## src/rtl/axis_block_arbiter.sv

```systemverilog
// axis_block_arbiter
//   Round-robin, whole-block arbiter that shares one downstream AXIS processing
//   element among NUM_INPUTS AXIS producers. A granted source owns the output
//   for exactly 2**BLOCK_SIZE_LOG handshakes. Only then is the grant released.
//   Arbitration is registered, so there is one idle (bubble) cycle between bursts.
//
// Ports
//   clk            in   1                      rising-edge clock
//   rst            in   1                      asynchronous, active-high reset
//   input_valid    in   NUM_INPUTS             per-source valid (bit i = source i)
//   input_ready    out  NUM_INPUTS             per-source ready
//   input_data     in   NUM_INPUTS*DATA_WIDTH  source i at [i*DATA_WIDTH +: DATA_WIDTH]
//   output_valid   out  1                      to the shared element
//   output_ready   in   1                      from the shared element
//   output_data    out  DATA_WIDTH             sample of the granted source
//   output_source  out  SRC_WIDTH              index of the granted source
//   output_last    out  1                      final transfer of a block
//                                              (only with AXIS_BLOCK_ARBITER_LAST_EN)
//
// Build option
//   AXIS_BLOCK_ARBITER_LAST_EN : when defined, adds output_last.

module axis_block_arbiter #(
    parameter int  NUM_INPUTS     = 2,
    parameter int  DATA_WIDTH     = 16,
    parameter int  BLOCK_SIZE_LOG = 8,
    localparam int SRC_WIDTH      = (NUM_INPUTS > 2) ? $clog2(NUM_INPUTS) : 1
) (
    input  logic                             clk,
    input  logic                             rst,
    input  logic [NUM_INPUTS-1:0]            input_valid,
    output logic [NUM_INPUTS-1:0]            input_ready,
    input  logic [NUM_INPUTS*DATA_WIDTH-1:0] input_data,
    output logic                             output_valid,
    input  logic                             output_ready,
    output logic [DATA_WIDTH-1:0]            output_data,
`ifdef AXIS_BLOCK_ARBITER_LAST_EN
    output logic [SRC_WIDTH-1:0]             output_source,
    output logic                             output_last
`else
    output logic [SRC_WIDTH-1:0]             output_source
`endif
);

    // A one-transfer block (BLOCK_SIZE_LOG=0) keeps a 1-bit counter pinned at 0.
    localparam int CNT_WIDTH  = (BLOCK_SIZE_LOG > 0) ? BLOCK_SIZE_LOG : 1;
    localparam int BLOCK_LAST = (1 << BLOCK_SIZE_LOG) - 1;

    typedef enum logic {
        S_IDLE,
        S_BURST
    } state_t;

    state_t                 r_state;
    state_t                 w_state_next;
    logic [SRC_WIDTH-1:0]   r_grant;
    logic [SRC_WIDTH-1:0]   r_last_grant;
    logic [CNT_WIDTH-1:0]   r_count;

    logic                   w_hi_found;
    logic [SRC_WIDTH-1:0]   w_hi_pick;
    logic                   w_lo_found;
    logic [SRC_WIDTH-1:0]   w_lo_pick;
    logic                   w_pick_found;
    logic [SRC_WIDTH-1:0]   w_pick;
    logic                   w_sel_valid;
    logic [DATA_WIDTH-1:0]  w_sel_data;
    logic                   w_handshake;
    logic                   w_block_end;

    // Rotating scan starting at last_grant+1: the lowest valid index above
    // last_grant wins. If there is none, the scan wraps and the lowest valid
    // index overall wins.
    always_comb begin
        w_hi_found = 1'b0;
        w_hi_pick  = '0;
        w_lo_found = 1'b0;
        w_lo_pick  = '0;
        for (int unsigned i = 0; i < NUM_INPUTS; i++) begin
            if (input_valid[i]) begin
                if (!w_lo_found) begin
                    w_lo_found = 1'b1;
                    w_lo_pick  = SRC_WIDTH'(i);
                end
                if (!w_hi_found && (SRC_WIDTH'(i) > r_last_grant)) begin
                    w_hi_found = 1'b1;
                    w_hi_pick  = SRC_WIDTH'(i);
                end
            end
        end
        w_pick_found = w_lo_found;
        w_pick       = w_hi_found ? w_hi_pick : w_lo_pick;
    end

    // Select the granted source.
    always_comb begin
        w_sel_valid = 1'b0;
        w_sel_data  = '0;
        for (int unsigned i = 0; i < NUM_INPUTS; i++) begin
            if (SRC_WIDTH'(i) == r_grant) begin
                w_sel_valid = input_valid[i];
                w_sel_data  = input_data[i*DATA_WIDTH +: DATA_WIDTH];
            end
        end
    end

    assign w_block_end = (r_count == CNT_WIDTH'(BLOCK_LAST));

    // Next-state logic and outputs.
    always_comb begin
        w_state_next = r_state;
        output_valid = 1'b0;
        input_ready  = '0;
        output_data  = '0;
        w_handshake  = 1'b0;
        case (r_state)
            S_IDLE: begin
                if (w_pick_found) begin
                    w_state_next = S_BURST;
                end
            end
            S_BURST: begin
                output_valid = w_sel_valid;
                output_data  = w_sel_data;
                for (int unsigned i = 0; i < NUM_INPUTS; i++) begin
                    if (SRC_WIDTH'(i) == r_grant) begin
                        input_ready[i] = output_ready;
                    end
                end
                w_handshake = w_sel_valid & output_ready;
                if (w_handshake && w_block_end) begin
                    w_state_next = S_IDLE;
                end
            end
            default: w_state_next = S_IDLE;
        endcase
    end

    // output_source also holds the last grant while the arbiter is idle.
    assign output_source = r_grant;

`ifdef AXIS_BLOCK_ARBITER_LAST_EN
    assign output_last = (r_state == S_BURST) && w_block_end;
`endif

    always_ff @(posedge clk or posedge rst) begin
        if (rst) begin
            r_state <= S_IDLE;
        end else begin
            r_state <= w_state_next;
        end
    end

    always_ff @(posedge clk or posedge rst) begin
        if (rst) begin
            r_grant      <= '0;
            r_last_grant <= SRC_WIDTH'(NUM_INPUTS - 1);
            r_count      <= '0;
        end else begin
            if ((r_state == S_IDLE) && w_pick_found) begin
                r_grant <= w_pick;
            end
            if (w_handshake) begin
                if (w_block_end) begin
                    r_count      <= '0;
                    r_last_grant <= r_grant;
                end else begin
                    r_count <= r_count + 1'b1;
                end
            end
        end
    end

endmodule

```

## config.mk

```make
export PLATFORM = sky130hd
export DESIGN_NAME = axis_block_arbiter
export DESIGN_NICKNAME = d
export VERILOG_FILES = /design/src/rtl/axis_block_arbiter.sv
export SDC_FILE = /design/constraint.sdc
export NUM_CORES = 1
export LEC_CHECK = 0
export CAP_MARGIN = 20
export CORE_MARGIN = 5
export CORE_UTILIZATION = 50
export CTS_CLUSTER_SIZE = 40
export DETAILED_ROUTE_END_ITERATION = 7
export DONT_BUFFER_PORTS = 1
export GPL_ROUTABILITY_DRIVEN = 0
export HOLD_SLACK_MARGIN = 0.08
export PLACE_DENSITY = 0.68
export SYNTH_ARGS = -nofsm -noshare
export SYNTH_HDL_FRONTEND = slang
export SYNTH_SLANG_ARGS = --single-unit
```

## constraint.sdc

```tcl
create_clock -name clk -period 1.29 [get_ports clk]
set_input_delay 0.258 -clock clk [delete_from_list [all_inputs] [get_ports clk]]
set_output_delay 0.258 -clock clk [all_outputs]
set_load 0.01 [all_outputs]
```

-- Word-level counts from Yosys, hierarchy flattened
Index checks and enable logic that the tools add are counted.
- reductions and logical operators: 5
- eq/ne operators: 1
- bitwise logic cells: 2
- muxes and demuxes: 23
- order comparisons: 2
- $add $sub $neg: 1
- operator list (operator ; number):
    $mux W16 ; 2
    $mux W1 ; 18
    $add A8 B1 Y8 const B ; 1
    $eq A8 B8 Y1 const B ; 1
    $mux W8 ; 1
    $logic_and A1 B1 Y1 ; 3
    $gt A1 B1 Y1 const A ; 2
    $mux W2 ; 1
    $pmux W1 S2 ; 1
    $reduce_and A2 Y1 ; 1
    $and A1 B1 Y1 ; 1
    $logic_not A1 Y1 ; 1
    $not A1 Y1 ; 1
- flip-flop bits (word level): 11
- input bits: 37

-- Logic depth before layout (Yosys ltp)
- depth in word-level cells: 8
- depth in mapped cells: 5
- gate-level depth less buffers: 4

-- Least setup slack after synthesis
No wires, ideal clock.
- kind: register to register
- from: reg r_grant, in the netlist output_source
- to: reg r_last_grant
- library setup time: 0.082 ns
- arrival: 1.301 ns
- buffers on the path: 1
- slack: -0.094 ns
- data required time: 1.208 ns
- cell stages (with the launch flop): 6
- path through: dfrtp_1 buf_6 mux2i_2 nor2_2 and3_4 mux2_4
- longest elaborated chain between the ends: 4
- ends and longest elaborated chain (what ; RTL line ; text):
    from (decl) ; 56 ; logic [SRC_WIDTH-1:0] r_grant;
    from (signal assigned) ; 161 ; r_grant <= w_pick;
    $mux W1 ; 100 ; if (SRC_WIDTH'(i) == r_grant) begin
    $and A1 B1 Y1 ; 130 ; w_handshake = w_sel_valid & output_ready;
    $mux W1 ; 116 ; case (r_state)
    $reduce_and A2 Y1 (no line) ; n/a ;
    to (signal assigned) ; 157 ; r_last_grant <= SRC_WIDTH'(NUM_INPUTS - 1);
    to (signal assigned) ; 166 ; r_last_grant <= r_grant;
    to (decl) ; 57 ; logic [SRC_WIDTH-1:0] r_last_grant;
Several ways; a longest one is shown, not always the timed one.
A chain may end at the register's enable or synchronous reset.

-- Final worst setup path
- from: reg r_grant, in the netlist output_source
- to: out output_data[11]
- longest elaborated chain between the ends: 2
- ends and longest elaborated chain (what ; RTL line ; text):
    $mux W16 ; 100 ;
    $mux W16 ; 116 ;
    to (decl) ; 36 ; output logic [DATA_WIDTH-1:0] output_data,
Every way passes these cells.

==> impl.org <==
** Status
- Run status :: finished with violations
- The checks that failed: negative setup slack.

** Flow run
- Across the run, the number of max-cap violations was 0.

** Worst setup path
- Kind of end point of the critical path :: output pin
- Critical path launch point :: output_source
- Startpoint Class :: register
- R2R Path End :: r_count[1]
- Setup Crit Path Kind :: reg -> out
- Launching point of the worst reg2reg path :: output_source
- Of all nets on the critical path, the largest fanout is 17.
- For the worst setup path, the data required time is 1.03 ns.
- Register-to-Register Setup Slack :: -0.17 ns
- The most critical setup path has its endpoint at output_data[11].
- Measured in cells, the most critical reg-to-reg path has a length of 5.
- Data on the critical path arrives at its endpoint at 1.26 ns.

** Clock tree
- Max clock buf depth :: 2
- At the later pin of the worst-skew pair, clock insertion delay measures 0.28 ns.
- The tree is rooted in a sky130_fd_sc_hd__clkbuf_4.
- After clock tree synthesis, the clock-pin slew on the worst setup and hold paths is 0.08 ns.
- Counting every sink on the clock net gives 11.
- Counting the buffers created by CTS gives 3.
- Clock tree from TritonCTS :: built
- Htree depth :: 1

** Floorplan
- Initial core utilization :: 54.1%
- Die Height :: 50.8 um
- Site row count :: 14
- During I/O placement, the number of pins put on the boundary was 57.
- After floorplanning, the core was sized to cover 1540 um^2.
- The floorplan step set the die width to 50.8 um.
- Total die area :: 2580 um^2

** Power and ir drop
- Worst ir drop on vdd :: 1.18 mV
- Power spread over the standard cell area amounts to 1100 nW/um^2.
- The analysis attributes to cell leakage a power of 0.516 nW.

** Yosys
- Yosys attributes the largest share of cell area to sky130_fd_sc_hd__dfrtp_1 (30%), sky130_fd_sc_hd__mux2i_1 (19%), sky130_fd_sc_hd__nor2_1 (9.5%).
- The number of nets handed over by synthesis was 132.
- Sequential cell area fraction in the yosys report :: 33.2%
- Post-Syn Area per Cell :: 8.86 um^2
- After synthesis the netlist holds a flip-flop and latch count of 11.
- Count of warnings emitted by yosys :: 0
- Of all cell types, the one taking the most synthesized area is sky130_fd_sc_hd__dfrtp_1.
- Of the post-synthesis cell area, the dominant cell type holds 30.0%.
- Area of the mapped netlist :: 833 um^2
- After technology mapping, the gate count stands at 94.
- Count of distinct cell types in the synthesized netlist :: 32

** Final layout
- Most frequent standard cell in the layout excluding fill and tap cells :: sky130_fd_sc_hd__nor2_2
- The number of antenna diodes in the final layout is 0.
- Cells with a size suffix above 1 make up 57.9% of the layout.
- Most frequent cells in the layout :: sky130_fd_sc_hd__nor2_2 (17), sky130_fd_sc_hd__buf_4 (16), sky130_fd_sc_hd__mux2i_1 (9), sky130_fd_sc_hd__dfrtp_1 (9), sky130_fd_sc_hd__mux2i_2 (8)
- Layout-stage area growth over the synthesis result :: 40.8%
- At the end of the flow, the number of nets in the layout was 153.
- The finished cells cover 1170 um^2.
- At the end of the flow the core is filled with cells to 76.1%.

** STA
- Setup repair after global routing could not meet its margin everywhere.
- The number of pins exceeding their max-slew limit in the final report was 0.
- Dividing the final minimum period by the clock period gives 118%.
- Worst setup slack after layout :: -0.233 ns
- Maximum clock frequency :: 657 MHz
- Clock period minus final worst setup slack :: 1.52 ns
- Measured slew at the worst slew-check pin :: 0.428 ns
- Final number of hold-violating endpoints :: 0
- The worst pin sits at a relative slew slack of 71.5%.
- Total setup violations reported at the end of the flow :: 28
- For the final database, setup skew stands at 0.0124 ns.
- Worst hold slack :: 0.131 ns

** Min path
- Hold WC Path Type :: in -> reg
- The startpoint identified for the worst hold timing path is input_valid[1].

** Routing
- Vias per Instance :: 6.20
- DR pass1 iterations :: 4
- Routed WL per cell :: 20.1 um
- Via Count :: 806
- After detailed routing, the total wire length is 2610 um.
- The first routing iteration left 14 violations.
- Number of antenna-violating nets in the routed design :: 0
- Detailed-route DRC error count :: 0

** GRT
- Number of global-route vias before repair :: 827
- In the global route stage, overall resource usage came out at 19.4%.
- The first global-routing pass estimated 3840 um of wire.
- The initial antenna violation count was 0.
- Global route total overflow :: 0
- Pin count of the biggest net entering global routing :: 20

** Place
- Placed wire-length estimate :: 1680 um
- Input and output buffers added on the ports amount to 0.
- After detailed placement, the total cell area comes to 961 um^2.
## final cells by class
class,instances,area [um^2]
Fill cell,109,368
Inverter,2,7.51
Clock buffer,4,26.3
Tap cell,16,20.0
Multi-Input combinational cell,77,661
Timing Repair Buffer,20,181
Sequential cell,11,278
## metal layers
| layer | up-vias | track usage (%) | routed length [um] |
|---|---|---|---|
| met1 | 378 | 21.7 | 934 |
| met5 | - | 0 | 0 |
| met2 | 45 | 32.6 | 1380 |
| li1 | 374 | - | - |
| met3 | 9 | 5.52 | 214 |
| met4 | 0 | 11.1 | 82 |
## worst min-delay path by stage
stage	endpoint	slack (ns)	cells past startpoint
after floorplan	output_source	0.11	1
after global placement	r_count[3]	0.16	1
after detailed placement	r_count[6]	0.17	1
after CTS	r_state	0.12	2
after global routing	r_state	0.12	2
final	r_state	0.13	2
## power by group
group	switching, W	internal [W]
combinational	0.000278	0.000281
sequential	0.0000653	0.000418
clock	0.000132	0.000120
## critical path, stage by stage (launching register included)
cell and delay, ns:
sky130_fd_sc_hd__dfrtp_2 0.43, sky130_fd_sc_hd__buf_12 0.19, sky130_fd_sc_hd__mux2i_1 0.26, sky130_fd_sc_hd__nor2_2 0.09
## repair_timing
item	in CTS	in global routing
pin swaps	2	3
hold endpoints to repair	10	0
hold buffers	1	0
resized for setup	31	16
buffers inserted	3	0
endpoints found under the setup margin	22	30
## logic make-up (layout without fill, tap and decap cells)
group | Yosys count | count (layout) | synth area share, %
multiplexers | 20 | 20 | 25.4
adder cells (fa/ha/maj) | 1 | 1 | 1.50
flip-flops | 11 | 11 | 33.2
AO/OA/AOI/OAI | 12 | 12 | 8.71
AND/OR/NAND/NOR | 41 | 41 | 23.9
buffers and inverters | 6 | 26 | 4.20
XOR/XNOR | 3 | 3 | 3.15
## sequential cells by signal (all words and copies together), names as in the netlist
register / flops
r_count: 8
r_last_grant: 1
output_source: 1
r_state: 1
## cell usage after synthesis, drive strengths merged
cell type	n
and2	1
xnor2	1
and3	4
mux2i	17
inv	1
clkbuf	1
buf	3
a32o	1
and4	2
dfrtp	10
clkinv	1
a31oi	2
a21o	1
nand4	2
xor2	2
o21ai	7
nor2	22
a211oi	1
ha	1
nand3	2
mux2	3
nand2b	1
nand2	6
nor3	1
dfstp	1
## stage by stage
step | setup WS (ns) | setup TNS [ns] | power [W] | cells
finish | -0.233 | -4.23 | 0.00129 | 130
global route | -0.266 | -5.27 | 0.00138 | 130
CTS | -0.192 | -3.43 | 0.00121 | 130
detailed placement | -0.0690 | -0.541 | 0.000906 | 122
global placement | 0.00170 | 0 | 0.000894 | 122
floorplan | -0.0701 | -0.112 | 0.000736 | 94
(Power assumes the default switching activity.)
